==> config.mk <==
export PLATFORM = sky130hd
export DESIGN_NAME = fft_out_serializer
export DESIGN_NICKNAME = d
export VERILOG_FILES = /design/src/rtl/fft_pkg.sv /design/src/rtl/fft_word_fifo.sv /design/src/rtl/fft_out_serializer.sv
export SDC_FILE = /design/constraint.sdc
export NUM_CORES = 1
export LEC_CHECK = 0
export ABC_AREA = 1
export BUFFER_PORTS_ARGS = -buffer_cell sky130_fd_sc_hd__buf_2
export CAP_MARGIN = 30
export CORE_MARGIN = 4
export CORE_UTILIZATION = 40
export DETAILED_ROUTE_END_ITERATION = 7
export PLACE_DENSITY = 0.56
export SETUP_SLACK_MARGIN = 0.1
export SLEW_MARGIN = 20
export SYNTH_ARGS = -nofsm -noshare
export SYNTH_HDL_FRONTEND = slang
export SYNTH_SLANG_ARGS = --single-unit
==> constraint.sdc <==
create_clock -name CLK -period 34.4 [get_ports CLK]
set_clock_uncertainty 0.15 [all_clocks]
set_input_delay 1.72 -clock CLK [delete_from_list [all_inputs] [get_ports CLK]]
set_output_delay 1.72 -clock CLK [all_outputs]
set_load 0.005 [all_outputs]
==> src/rtl/fft_pkg.sv <==
// Shared constants for the FFT output path: sample width, lane count, lane packing.
package fft_pkg;

  localparam int FFT_DW     = 64;
  localparam int LANES      = 4;
  localparam int LANE_IDX_W = 2;

  // Packed-word slot per lane (2 bits each, lane 0 in the LSBs): word = {D3,D2,D1,D0}.
  localparam logic [2*LANES-1:0] LANE_SLOT = 8'b11_10_01_00;

  function automatic int cnt_width(input int n_points);
    return (n_points > 1) ? $clog2(n_points) : 1;
  endfunction

endpackage

==> src/rtl/fft_word_fifo.sv <==
// Generic DEPTH x W synchronous FIFO with first-word-fall-through head output.
module fft_word_fifo #(
  parameter int DEPTH = 4,
  parameter int W     = 256,
  localparam int AW   = (DEPTH > 1) ? $clog2(DEPTH) : 1
) (
  input  logic          clk,
  input  logic          rst_n,
  input  logic          push,
  input  logic          pop,
  input  logic [W-1:0]  wdata,
  output logic [W-1:0]  rdata,
  output logic          full,
  output logic          empty,
  output logic [AW:0]   count
);

  logic [W-1:0]  mem [DEPTH];
  logic [AW-1:0] wr_ptr;
  logic [AW-1:0] rd_ptr;
  logic          do_push;
  logic          do_pop;

  assign full    = (count == (AW+1)'(DEPTH));
  assign empty   = (count == '0);
  assign do_push = push & ~full;
  assign do_pop  = pop & ~empty;

  // Head is read asynchronously so a freshly written word is visible the next cycle.
  assign rdata = mem[rd_ptr];

  always_ff @(posedge clk) begin
    if (do_push) mem[wr_ptr] <= wdata;
  end

  always_ff @(posedge clk or negedge rst_n) begin
    if (!rst_n) begin
      wr_ptr <= '0;
      rd_ptr <= '0;
      count  <= '0;
    end else begin
      if (do_push) wr_ptr <= wr_ptr + AW'(1);
      if (do_pop)  rd_ptr <= rd_ptr + AW'(1);
      case ({do_push, do_pop})
        2'b10:   count <= count + (AW+1)'(1);
        2'b01:   count <= count - (AW+1)'(1);
        default: count <= count;
      endcase
    end
  end

endmodule

==> src/rtl/fft_out_serializer.sv <==
// Buffers 4-lane FFT result words and emits them one sample per cycle in lane order,
// with frame-boundary marking and a sticky input-overrun flag.
module fft_out_serializer
  import fft_pkg::*;
#(
  parameter int DEPTH    = 4,
  parameter int N_POINTS = 4096,
  parameter int DW       = FFT_DW
) (
  input  logic          CLK,
  input  logic          RSTn,
  input  logic [DW-1:0] D0,
  input  logic [DW-1:0] D1,
  input  logic [DW-1:0] D2,
  input  logic [DW-1:0] D3,
  input  logic          IN_VALID,
  output logic          IN_READY,
  output logic [DW-1:0] Q,
  output logic          OUT_VALID,
  input  logic          OUT_READY,
  output logic          OUT_LAST,
  output logic          FRAME_DONE,
  output logic          OVF,
  input  logic          CLR_OVF
);

  localparam int CW = cnt_width(N_POINTS);
  localparam int AW = (DEPTH > 1) ? $clog2(DEPTH) : 1;
  localparam int WW = LANES * DW;

  logic [DW-1:0]         d_lane    [LANES];
  logic [DW-1:0]         head_lane [LANES];
  logic [WW-1:0]         in_word;
  logic [WW-1:0]         head_word;
  logic                  fifo_full;
  logic                  fifo_empty;
  logic [AW:0]           fifo_count;
  logic [LANE_IDX_W-1:0] lane_idx;
  logic [CW-1:0]         sample_cnt;
  logic                  push;
  logic                  pop;
  logic                  xfer;

  assign d_lane[0] = D0;
  assign d_lane[1] = D1;
  assign d_lane[2] = D2;
  assign d_lane[3] = D3;

  for (genvar gi = 0; gi < LANES; gi++) begin : g_lane
    localparam int SLOT = int'(LANE_SLOT[2*gi +: 2]);
    assign in_word[SLOT*DW +: DW] = d_lane[gi];
    assign head_lane[gi]          = head_word[SLOT*DW +: DW];
  end

  fft_word_fifo #(
    .DEPTH (DEPTH),
    .W     (WW)
  ) u_fifo (
    .clk   (CLK),
    .rst_n (RSTn),
    .push  (push),
    .pop   (pop),
    .wdata (in_word),
    .rdata (head_word),
    .full  (fifo_full),
    .empty (fifo_empty),
    .count (fifo_count)
  );

  // Readiness depends only on stored occupancy, never on OUT_READY.
  assign IN_READY  = (fifo_count != (AW+1)'(DEPTH));
  assign OUT_VALID = ~fifo_empty;
  assign push      = IN_VALID & ~fifo_full;
  assign xfer      = OUT_VALID & OUT_READY;
  assign pop       = xfer & (lane_idx == LANE_IDX_W'(LANES - 1));
  assign Q         = OUT_VALID ? head_lane[lane_idx] : '0;
  assign OUT_LAST  = OUT_VALID & (sample_cnt == CW'(N_POINTS - 1));

  always_ff @(posedge CLK or negedge RSTn) begin
    if (!RSTn) begin
      lane_idx   <= '0;
      sample_cnt <= '0;
      FRAME_DONE <= 1'b0;
      OVF        <= 1'b0;
    end else begin
      if (xfer) begin
        lane_idx   <= lane_idx + LANE_IDX_W'(1);
        sample_cnt <= sample_cnt + CW'(1);
      end
      FRAME_DONE <= xfer & OUT_LAST;
      if (IN_VALID & ~IN_READY) OVF <= 1'b1;
      else if (CLR_OVF)         OVF <= 1'b0;
    end
  end

endmodule

==> results.sh <==
export IMPL_status="finished, final reports clean"
export IMPL_multi_input_area_sq_um=9800
export IMPL_antenna_found_initial=57
export IMPL_synth_fp_nets=4391
export IMPL_gp_congestion=0.768
export IMPL_mostFrequentLayoutCells="nand2_1, edfxtp_1, nand3_1, inv_1, buf_2"
export IMPL_cp_end_kind="output port"
export IMPL_drtAntennaViolNets=0
export IMPL_regArea_sq_um=31300
export IMPL_post_cts_resized=0
export IMPL_p_leak_nw=21.2
export IMPL_grt_max_degree=182
export IMPL_dr_total_vias=29000
export IMPL_max_stage_delay_ps=670
export IMPL_clockRootBuffer="clkbuf_16"
export IMPL_synth_edff_count=1024
export IMPL_period_minus_slack_ps=7100
export IMPL_fp_row_count=121
export IMPL_crit_type="flop to output port"
export IMPL_yosysWarnings=0
export IMPL_switching_share_pct=38.9
export IMPL_crit_family="buffers and inverters"
export IMPL_io_pins=330
export IMPL_fill_cells=9971
export IMPL_cp_slowest_cell="buf_4"
export IMPL_drc=0
export IMPL_synth_ff_type="edfxtp_1"
export IMPL_drtIter0Drc=2558
export IMPL_rsz0062_at_grt="no"
export IMPL_yosys_register_bits=1047
export IMPL_core_area_sq_um=109000
export IMPL_cts_buffers=112
export IMPL_final_cell_area_sq_um=50600
export IMPL_cts_sinks=1047
export IMPL_period_share_pct=20.6
export IMPL_p_clk_share_pct=24.7
export IMPL_layout_commonest_cell="nand2_1"
export IMPL_yosysUniqueCellTypes=25
export IMPL_drive_above_1_share_pct=11.9
export IMPL_drv_slew=0
export IMPL_final_setup_viol_count=0
export IMPL_hold_class="flop to flop"
export IMPL_power_internal_mw=2.75
export IMPL_worst_slew_pin_slew_ps=1120
export IMPL_p_per_area_nw_per_um2=89.0
export IMPL_track_usage_pct=20.3
export IMPL_start_util_pct=40.5
export IMPL_post_route_util_pct=46.2
export IMPL_wirelength_microns=120000
export IMPL_syn_inst=4122
export IMPL_vdd_drop_max_uv=58.6
export IMPL_place_area_sq_um=47100
export IMPL_power_switching_mw=1.75
export IMPL_first_global_vias=26900
export IMPL_place_hpwl_microns=69000
export IMPL_area_growth_pct=14.1
export IMPL_viasPerCell=4.85
export IMPL_cts_setup_buffers=0
export IMPL_dieArea_sq_um=116000
export IMPL_maxCapViolations=0
export IMPL_slew_headroom_pct=25.2
export IMPL_die_height_microns=341
export IMPL_port_buffers=329
export IMPL_path_buf_inv=5
export IMPL_critical_path_arrival_ps=5230
export IMPL_ys_seq_area_share_pct=70.7
export IMPL_cp_required_ps=32530
export IMPL_max_freq_ghz=0.141
export IMPL_startpoint_type="flop"
export IMPL_cts_path_max_buffers=3
export IMPL_reg2reg_setup_slack_ps=29750
export IMPL_hold_viol_final=0
export IMPL_clkTransAtPathRegs_ps=60
export IMPL_avgSynthCellArea_sq_um=10.8
export IMPL_fin_nets=4657
export IMPL_grt_pass1_wl_microns=177000
export IMPL_timing_setup_tns_ps=0
export IMPL_h_tree_depth=3
export IMPL_critPathMaxFanout=181
export IMPL_syn_area_sq_um=44300
export IMPL_wl_per_cell_microns=20.0
export IMPL_power_frac_seq_pct=39.2
export IMPL_clkLatencyLatePin_ps=680
export IMPL_cts_hold_buf=0
export IMPL_worstRegToRegCells=7
export IMPL_die_w_microns=341
export IMPL_cp_depth=11
export IMPL_path_cells="clkinv_16 -> buf_12 -> buf_4 -> buf_4 -> nand2_1 -> nand2_1 -> nand2_1 -> nand3_1 -> nand3_1 -> a21oi_1 -> buf_2"
export IMPL_cts_tree="yes"
export IMPL_hold_depth=1
export IMPL_first_pass_iters=5
export IMPL_cpMostUsedCell="nand2_1"
export IMPL_async_reset_ff_share_pct=2.20
export IMPL_grt_overflow=0
export IMPL_combPwrFrac_pct=36.1
==> through the flow <==
step                setup WS [ps]  total power, mW  hold slack (ps)  cells
floorplan                   20860             2.90              296   4122
global placement            28220             3.40              315   5747
detailed placement          28210             3.42              333   5748
CTS                         27440             4.54              344   5951
global route                27170             4.78              362   5961
finish                      27300             4.50              346   5982
==> cell families after synthesis <==
group / count (synthesis) / synth area share, %
AO/OA/AOI/OAI: 72 / 0.816
flip-flops: 1047 / 70.7
XOR/XNOR: 15 / 0.296
adder cells (fa/ha/maj): 8 / 0.243
AND/OR/NAND/NOR: 2223 / 20.7
buffers and inverters: 757 / 7.30
==> layer usage <==
| layer | routed length (microns) | track usage [%] | vias to the layer above |
|---|---|---|---|
| li1 | - | - | 14100 |
| met1 | 56100 | 29.9 | 13900 |
| met2 | 53600 | 30.9 | 762 |
| met4 | 2220 | 5.03 | 24 |
| met5 | 170 | 0 | - |
| met3 | 7740 | 3.96 | 180 |
==> cell type report <==
| type | instances | area share (%) |
|---|---|---|
| repair buffers | 370 | 4.11 |
| flip-flops and latches | 1047 | 62.0 |
| clock inverters | 57 | 0.710 |
| diodes | 29 | 0.144 |
| inverters | 539 | 4.08 |
| multi-input cells | 2318 | 19.4 |
| well taps | 1476 | 3.65 |
| clock buffers | 146 | 5.94 |
==> worst paths after layout <==
kind	startpoint	endpoint
setup reg to reg	u_fifo.count[0]	u_fifo.mem[0][13]
min in group asynchronous	RSTn	u_fifo.count[2]
max in group asynchronous	RSTn	u_fifo.rd_ptr[1]
hold / removal	u_fifo.count[0]	u_fifo.count[0]
hold reg to reg	u_fifo.count[0]	u_fifo.count[0]
setup / recovery	u_fifo.rd_ptr[0]	Q[42]
==> power by group through the flow <==
stage	registers, mW	clock network [mW]	logic, mW
2_1_floorplan	1.85	0	1.04
3_3_place_gp	1.79	0	1.62
3_5_place_dp	1.79	0	1.63
4_1_cts	1.76	1.14	1.63
5_1_grt	1.78	1.20	1.80
6_report	1.76	1.11	1.62
==> synthesized netlist by cell type (2+ instances only) <==
| cell | number | area (sq um) |
|---|---|---|
| o21ai_0 | 5 | 25.0 |
| clkbuf_1 | 44 | 165 |
| nand2_1 | 1557 | 5840 |
| buf_2 | 136 | 681 |
| inv_2 | 2 | 7.51 |
| buf_6 | 26 | 293 |
| edfxtp_1 | 1024 | 30700 |
| buf_1 | 6 | 22.5 |
| xor2_1 | 11 | 96.3 |
| xnor2_1 | 4 | 35.0 |
| a21oi_1 | 66 | 330 |
| dfrtp_1 | 23 | 576 |
| inv_1 | 536 | 2010 |
| nor3_1 | 3 | 15.0 |
| nand3_1 | 646 | 3230 |
| ha_1 | 7 | 87.6 |
| buf_4 | 6 | 45.0 |
| nor2_1 | 13 | 48.8 |
==> registers in the layout, summed over array words and instances (netlist names) <==
| signal | flops |
|---|---|
| u_fifo.wr_ptr | 2 |
| FRAME_DONE | 1 |
| u_fifo.rd_ptr | 2 |
| u_fifo.count | 3 |
| sample_cnt | 12 |
| OVF | 1 |
| u_fifo.mem | 1024 |
| lane_idx | 2 |
==> worst register-to-register path: stages (launching register included) <==
cell	delay [ps]
dfrtp_1	370
inv_1	100
nand3_1	160
nand2_1	360
nor2_4	740
buf_12	570
buf_4	920
buf_4	880
Note: power is estimated with default switching activity, not from simulation.
